## src/rtl/ahb_lite_interconnect.sv

```systemverilog
`default_nettype none
// +--------------------------------------------------------------------------+
// | Module      : ahb_lite_interconnect                                      |
// | Description : AHB-Lite single-master interconnect. Combines the address  |
// |               decoder, the slave-to-master response mux and a default    |
// |               slave that answers unmapped accesses with a two-cycle      |
// |               ERROR. An optional per-transfer timeout aborts a hung      |
// |               slave with ERROR and fences that slave off (orphan) until  |
// |               it raises HREADYOUT again.                                 |
// | Option      : `define AHB_IC_TIMEOUT_EN to build the timeout counter,    |
// |               the orphan logic and TIMEOUT_IRQ/TIMEOUT_SLV.              |
// | Ports       : HCLK, HRESET (sync, active high)                           |
// |               HADDR/HTRANS        master address phase                   |
// |               HRDATA/HREADY/HRESP response to master (HREADY also to all |
// |                                   slaves)                                |
// |               HSEL                one-hot slave select                   |
// |               HRDATA_S/HREADYOUT_S/HRESP_S  slave responses              |
// |               TIMEOUT_IRQ/TIMEOUT_SLV       timeout pulse and slave index|
// | Revision    : 1.0 - initial release                                      |
// +--------------------------------------------------------------------------+
module ahb_lite_interconnect #(
  parameter int           NUM_SLAVES     = 10,
  parameter logic [127:0] SLV_BASE       = {16{8'h00}},
  parameter logic [127:0] SLV_MASK       = {16{8'hFF}},
  parameter logic [31:0]  NOMAP_DATA     = 32'hDEADBEEF,
  parameter int           TIMEOUT_CYCLES = 1024
) (
  input  logic                     HCLK,
  input  logic                     HRESET,
  input  logic [31:0]              HADDR,
  input  logic [1:0]               HTRANS,
  output logic [31:0]              HRDATA,
  output logic                     HREADY,
  output logic                     HRESP,
  output logic [NUM_SLAVES-1:0]    HSEL,
  input  logic [32*NUM_SLAVES-1:0] HRDATA_S,
  input  logic [NUM_SLAVES-1:0]    HREADYOUT_S,
  input  logic [NUM_SLAVES-1:0]    HRESP_S,
  output logic                     TIMEOUT_IRQ,
  output logic [3:0]               TIMEOUT_SLV
);

  // The state register describes the current data phase, not the address
  // phase: ERR1/ERR2 are the two cycles of a default-slave ERROR response.
  typedef enum logic [1:0] {
    S_IDLE = 2'd0,
    S_ERR1 = 2'd1,
    S_ERR2 = 2'd2
  } state_t;

  state_t      r_state;
  logic        r_dact;
  logic        r_dsel_map;
  logic [3:0]  r_dsel_idx;

  logic        w_hit;
  logic [3:0]  w_hit_idx;
  logic        w_orph_hit;
  logic        w_dec_map;
  logic        w_timeout;
  logic        w_hready;
  logic        w_hresp;
  logic [31:0] w_hrdata;
  logic [15:0] w_rdy_pad;
  logic [15:0] w_resp_pad;
  logic [31:0] w_rdata_pad [16];
  logic        w_unused;

  // Only the top address byte and HTRANS[1] take part in decode.
  assign w_unused = ^{HADDR[23:0], HTRANS[0]};

  // Slave responses padded to 16 entries so a 4-bit index is always legal.
  always_comb begin
    w_rdy_pad  = '0;
    w_resp_pad = '0;
    for (int i = 0; i < 16; i++) w_rdata_pad[i] = '0;
    for (int i = 0; i < NUM_SLAVES; i++) begin
      w_rdy_pad[i]   = HREADYOUT_S[i];
      w_resp_pad[i]  = HRESP_S[i];
      w_rdata_pad[i] = HRDATA_S[32*i +: 32];
    end
  end

  // Scan from the top down so the lowest matching index is the one kept.
  always_comb begin
    w_hit     = 1'b0;
    w_hit_idx = 4'd0;
    for (int i = NUM_SLAVES - 1; i >= 0; i--) begin
      if ((HADDR[31:24] & SLV_MASK[8*i +: 8]) == (SLV_BASE[8*i +: 8] & SLV_MASK[8*i +: 8])) begin
        w_hit     = 1'b1;
        w_hit_idx = 4'(i);
      end
    end
  end

  // An orphaned slave decodes as unmapped, so the default slave answers.
  assign w_dec_map = w_hit && !w_orph_hit;

  always_comb begin
    HSEL = '0;
    for (int i = 0; i < NUM_SLAVES; i++) begin
      HSEL[i] = w_dec_map && (w_hit_idx == 4'(i));
    end
  end

  // Response mux: error states override, otherwise a pure mux from dsel.
  always_comb begin
    w_hready = 1'b1;
    w_hresp  = 1'b0;
    w_hrdata = 32'd0;
    case (r_state)
      S_ERR1: begin
        w_hready = 1'b0;
        w_hresp  = 1'b1;
        w_hrdata = NOMAP_DATA;
      end
      S_ERR2: begin
        w_hready = 1'b1;
        w_hresp  = 1'b1;
        w_hrdata = NOMAP_DATA;
      end
      default: begin
        if (r_dact && r_dsel_map) begin
          w_hready = w_rdy_pad[r_dsel_idx];
          w_hresp  = w_resp_pad[r_dsel_idx];
          w_hrdata = w_rdata_pad[r_dsel_idx];
        end
      end
    endcase
  end

  assign HREADY = w_hready;
  assign HRESP  = w_hresp;
  assign HRDATA = w_hrdata;

  // Data-phase register and error FSM. An unmapped address sampled in IDLE
  // or ERR2 enters ERR1 at the same edge its data phase begins, so the
  // ERROR takes exactly two data-phase cycles with no bubble in between.
  always_ff @(posedge HCLK) begin
    if (HRESET) begin
      r_state    <= S_IDLE;
      r_dact     <= 1'b0;
      r_dsel_map <= 1'b0;
      r_dsel_idx <= 4'd0;
    end else begin
      if (w_hready) begin
        r_dact     <= HTRANS[1];
        r_dsel_map <= w_dec_map;
        r_dsel_idx <= w_hit_idx;
      end
      case (r_state)
        S_IDLE: begin
          if ((w_hready && HTRANS[1] && !w_dec_map) || w_timeout) r_state <= S_ERR1;
        end
        S_ERR1: r_state <= S_ERR2;
        S_ERR2: r_state <= (HTRANS[1] && !w_dec_map) ? S_ERR1 : S_IDLE;
        default: r_state <= S_IDLE;
      endcase
    end
  end

`ifdef AHB_IC_TIMEOUT_EN
  logic [15:0] r_cnt;
  logic        r_orph_vld;
  logic [3:0]  r_orph_idx;
  logic        r_irq;
  logic [3:0]  r_tslv;
  logic        w_wait;

  assign w_wait     = (r_state == S_IDLE) && r_dact && r_dsel_map && !w_rdy_pad[r_dsel_idx];
  // Fires on the last allowed wait cycle so ERR1 follows directly.
  assign w_timeout  = w_wait && (r_cnt == 16'(TIMEOUT_CYCLES - 1));
  assign w_orph_hit = r_orph_vld && (r_orph_idx == w_hit_idx);

  always_ff @(posedge HCLK) begin
    if (HRESET) begin
      r_cnt      <= 16'd0;
      r_orph_vld <= 1'b0;
      r_orph_idx <= 4'd0;
      r_irq      <= 1'b0;
      r_tslv     <= 4'd0;
    end else begin
      r_irq <= w_timeout;
      if (w_timeout) begin
        r_cnt      <= 16'd0;
        r_tslv     <= r_dsel_idx;
        r_orph_vld <= 1'b1;
        r_orph_idx <= r_dsel_idx;
      end else begin
        r_cnt <= w_wait ? r_cnt + 16'd1 : 16'd0;
        if (r_orph_vld && w_rdy_pad[r_orph_idx]) r_orph_vld <= 1'b0;
      end
    end
  end

  assign TIMEOUT_IRQ = r_irq;
  assign TIMEOUT_SLV = r_tslv;
`else
  assign w_timeout   = 1'b0;
  assign w_orph_hit  = 1'b0;
  assign TIMEOUT_IRQ = 1'b0;
  assign TIMEOUT_SLV = 4'd0;
`endif

endmodule
`default_nettype wire

```

## config.mk

```make
export PLATFORM = sky130hd
export DESIGN_NAME = ahb_lite_interconnect
export DESIGN_NICKNAME = d
export VERILOG_FILES = /design/src/rtl/ahb_lite_interconnect.sv
export SDC_FILE = /design/constraint.sdc
export NUM_CORES = 1
export LEC_CHECK = 0
export CAP_MARGIN = 20
export CORE_AREA = 5 5 164 166
export CTS_CLUSTER_SIZE = 40
export DETAILED_ROUTE_END_ITERATION = 16
export DIE_AREA = 0 0 169 171
export PLACE_DENSITY = 0.41
export SYNTH_ARGS = -nofsm -noshare
export SYNTH_HDL_FRONTEND = slang
export SYNTH_SLANG_ARGS = --single-unit
```

## constraint.sdc

```tcl
create_clock -name HCLK -period 2.8 [get_ports HCLK]
set_input_delay 0.7 -clock HCLK [delete_from_list [all_inputs] [get_ports HCLK]]
set_output_delay 0.7 -clock HCLK [all_outputs]
set_load 0.05 [all_outputs]
```

==> results of run 1 <==
==> through the flow <==
| stage | total power, mW | worst slack, ns | instances |
|---|---|---|---|
| floorplan | 0.784 | 0.489 | 129 |
| global placement | 1.14 | 0.0211 | 527 |
| detailed placement | 1.14 | 0.0190 | 527 |
| CTS | 1.37 | 0.0190 | 530 |
| global route | 1.42 | 0.0376 | 530 |
| finish | 1.35 | 0.101 | 530 |
==> cells by family after synthesis <==
kind of cell	share of synthesized area (%)
fa+ha+maj	7.41
flops	11.9
mux	1.48
buf+inv	22.8
compound gates	8.52
other cells	0.555
simple gates	47.4
==> routing by layer <==
| layer | vias to the layer above | part of all wire, % | wire length [um] | global-route usage (%) |
|---|---|---|---|---|
| li1 | 495 | - | - | - |
| met1 | 390 | 41 | 1460 | 2.56 |
| met2 | 45 | 50 | 1780 | 3.85 |
| met3 | 2 | 8.4 | 302 | 0.624 |
| met4 | 0 | 0.73 | 26 | 0.665 |
| met5 | - | 0 | 0 | 0 |
==> sequential cells by signal, summed over array words and instances (netlist names) <==
name,flops
r_dact,1
r_dsel_map,1
r_state,2
==> worst max path at each step <==
stage,start,to,depth (start not counted)
5_1_grt,HADDR[24],HSEL[0],4
2_1_floorplan,r_state[0],HRDATA[17],5
6_report,HADDR[24],HSEL[0],4
4_1_cts,HADDR[24],HSEL[0],4
3_5_place_dp,HADDR[24],HSEL[0],4
3_3_place_gp,HADDR[24],HSEL[0],4
==> worst min-delay path, cell delays in order, from the launching register on <==
cell and delay, ns:
dfxtp_1 0.30, nand2_1 0.05, a21oi_1 0.05
==> cell usage after synthesis, drive strengths merged <==
| master | n | area share [%] |
|---|---|---|
| a21oi | 4 | 3.0 |
| and2 | 1 | 0.93 |
| and3 | 8 | 7.4 |
| buf | 15 | 17 |
| clkbuf | 7 | 3.9 |
| conb | 1 | 0.56 |
| dfxtp | 4 | 12 |
| ha | 4 | 7.4 |
| inv | 4 | 2.2 |
| mux2i | 1 | 1.5 |
| nand2 | 55 | 31 |
| nand2b | 3 | 2.8 |
| nor2 | 1 | 0.56 |
| nor4b | 1 | 1.3 |
| o211ai | 1 | 1.1 |
| o21ai | 2 | 2.6 |
| o31ai | 1 | 1.9 |
| or4 | 3 | 3.9 |
==> area by class of cell <==
type	instances	share of cell area, %
clock buffer	3	3.84
inverter	4	0.768
multi-input combinational	99	25.2
sequential	4	4.09
tap	335	21.4
timing repair buffer	85	44.7
==> power groups by stage <==
stage,clock network [mW],logic [mW],registers [mW]
finish,0.223,1.05,0.0732
global route,0.233,1.11,0.0749
CTS,0.228,1.07,0.0733
detailed placement,0,1.06,0.0741
global placement,0,1.07,0.0737
floorplan,0,0.712,0.0720
==> timing repair <==
action                                  in CTS  in global routing
resized for setup                            0                  1
endpoints found under the setup margin       0                  1
endpoints found under the hold margin        0                  0
==> summary.md, run 1 <==
| Metric | Value |
|---|---|
| Row count | about 60 |
| Fin. max-slew vios | 0 |
| Endpoints failing hold | 0 |
| Hold Path Class | flop to flop |
| Sw Share | 58.4% |
| Commonest non-fill, non-tap cell in the layout | nand2_1 |
| Pwr dens | between 600 and 700 nW/um^2 |
| VDD IR max | 0.000277 V |
| CTS Sinks | 4 |
| Critical-path top delay cell | or4_1 |
| Most frequent cells in the layout | nand2_1 (55), clkdlybuf4s50_1 (44), buf_4 (31), conb_1 (14), buf_12 (10) |
| Worst hold path stage count | 2 |
| LEAKAGE | slightly above 0.8 nW |
| Logic pwr share | 78.0% |
| Chip width | 169 um |
| Antenna viol nets, final | 0 |
| DRC errors left | 0 |
| Final Util | between 7 and 8% |
| Layout cells sized above 1 | 25.1% |
| CTS clk-pin slew, worst paths | about 0.03 ns |
| Cts hold-fix bufs | 0 |
| Hold path endpoint | r_dsel_map |
| CTS Buffer Depth | 2 |
| Critical path endpoint category | output port |
| Initial antenna violation count | 0 |
| Post-synth cell types | 19 |
| Diode count | 0 |
| Routability cong. | between 0.6 and 0.7 |
| Vias in the first global route | 917 |
| Area of placed instances | 1880 um^2 |
| Core Footprint | ~25000 um^2 |
| Fmax | around 370 MHz |
| Setup TNS | 0 ns |
| Ports | approximately 430 |
| Clock Latency Late Sink | 0.23 ns |
| Cell family with most CP delay | simple AND/OR/NAND/NOR gates |
| RR Endpoint | r_state[0] |
| Area Overhead vs Synth | 189% |
| Drt first pass iters | 3 |
| Fill cells | roughly 3000 |
| Clock network fraction of total power | around 17% |
| Nets@finish | a little under 600 |
| Cells along the critical path | clkdlybuf4s50_1 > or4_1 > nor2_2 > buf_12 |
| Clock skew | around 0.0023 ns |
| Total gr overflow | 0 |
| Pin count of the biggest net entering global routing | 32 |
| # Max-Cap Violations | 0 |
| Die Ht | 171 um |
| Iter 0 DRT Violations | 26 |
| Hpwl dp | about 3.0 mm |
| Outcome | complete, no violations |
| Postcts setup bufs | 0 |
| Design area | 1960 um^2 |
| RSZ-0062 raised after global routing | no |
| All-layer global routing usage | 2.18% |
| Via density | ~1.8 |
| Psw | slightly below 0.8 mW |
| Mapped cell area | 676 um^2 |
| Internal Power | 0.560 mW |
| Flop pwr share | about 5.4% |
| Footprint of the multi-input gates | between 400 and 500 um^2 |
| Initial Utilization | under 10% |
| Wire length per cell | around 6.7 um |
| Synth Instances | 116 |
| CTS Buf Count | 3 |
| Post-synthesis sequential area ratio | 11.9% |
| Period utilization | a little over nine tenths |
| CP Data Arrival Time | about 2 ns |
| Min Hold Slack | ~0.46 ns |
| First-pass GRT wire length | approximately 4.9 mm |
| CP Launch Type | input port |
| FF-to-FF Start | r_state[0] |
| Sequential cell area | 80.1 um^2 |
| WP buf/inv | 2 |
| Crit Path Max Fanout | 2 |
| Critical Path Max Stage Delay | about 0.55 ns |
| TritonCTS clock tree | done |
| Die area | around 29000 um^2 |
| Syn Area/Cell | approximately 5.8 um^2 |
| WS Path Type | input port to output port |
| Detailed-route via count | around 930 |
| Total number of H-tree levels | 1 |
| Worst reg-to-reg setup slack | around 0.93 ns |
| Hold Startpoint | r_dsel_map |
| Yosys warns | 0 |
| CP Data Required Time | 2.10 ns |
| Final WL | 3.57 mm |
| Final setup viols | 0 |
| Worst Reg-to-Reg Cells | 6 |
| IO buf count | ~80 |
| Clk root buf | clkbuf_16 |
| Min Tclk post-route | 2.70 ns |
| Synthesized flop and latch total | 4 |
Power figures use the tool's default switching activity.
==> run 2, diff against run 1 <==
--- a/config.mk
+++ b/config.mk
@@ -7,7 +7,7 @@
 export LEC_CHECK = 0
 export CAP_MARGIN = 20
 export CORE_AREA = 5 5 164 166
-export CTS_CLUSTER_SIZE = 40
+export CTS_CLUSTER_SIZE = 10
 export DETAILED_ROUTE_END_ITERATION = 16
 export DIE_AREA = 0 0 169 171
 export PLACE_DENSITY = 0.41
==> results of run 2 <==
Final layout, timing and power as in run 1 (identical DEF).
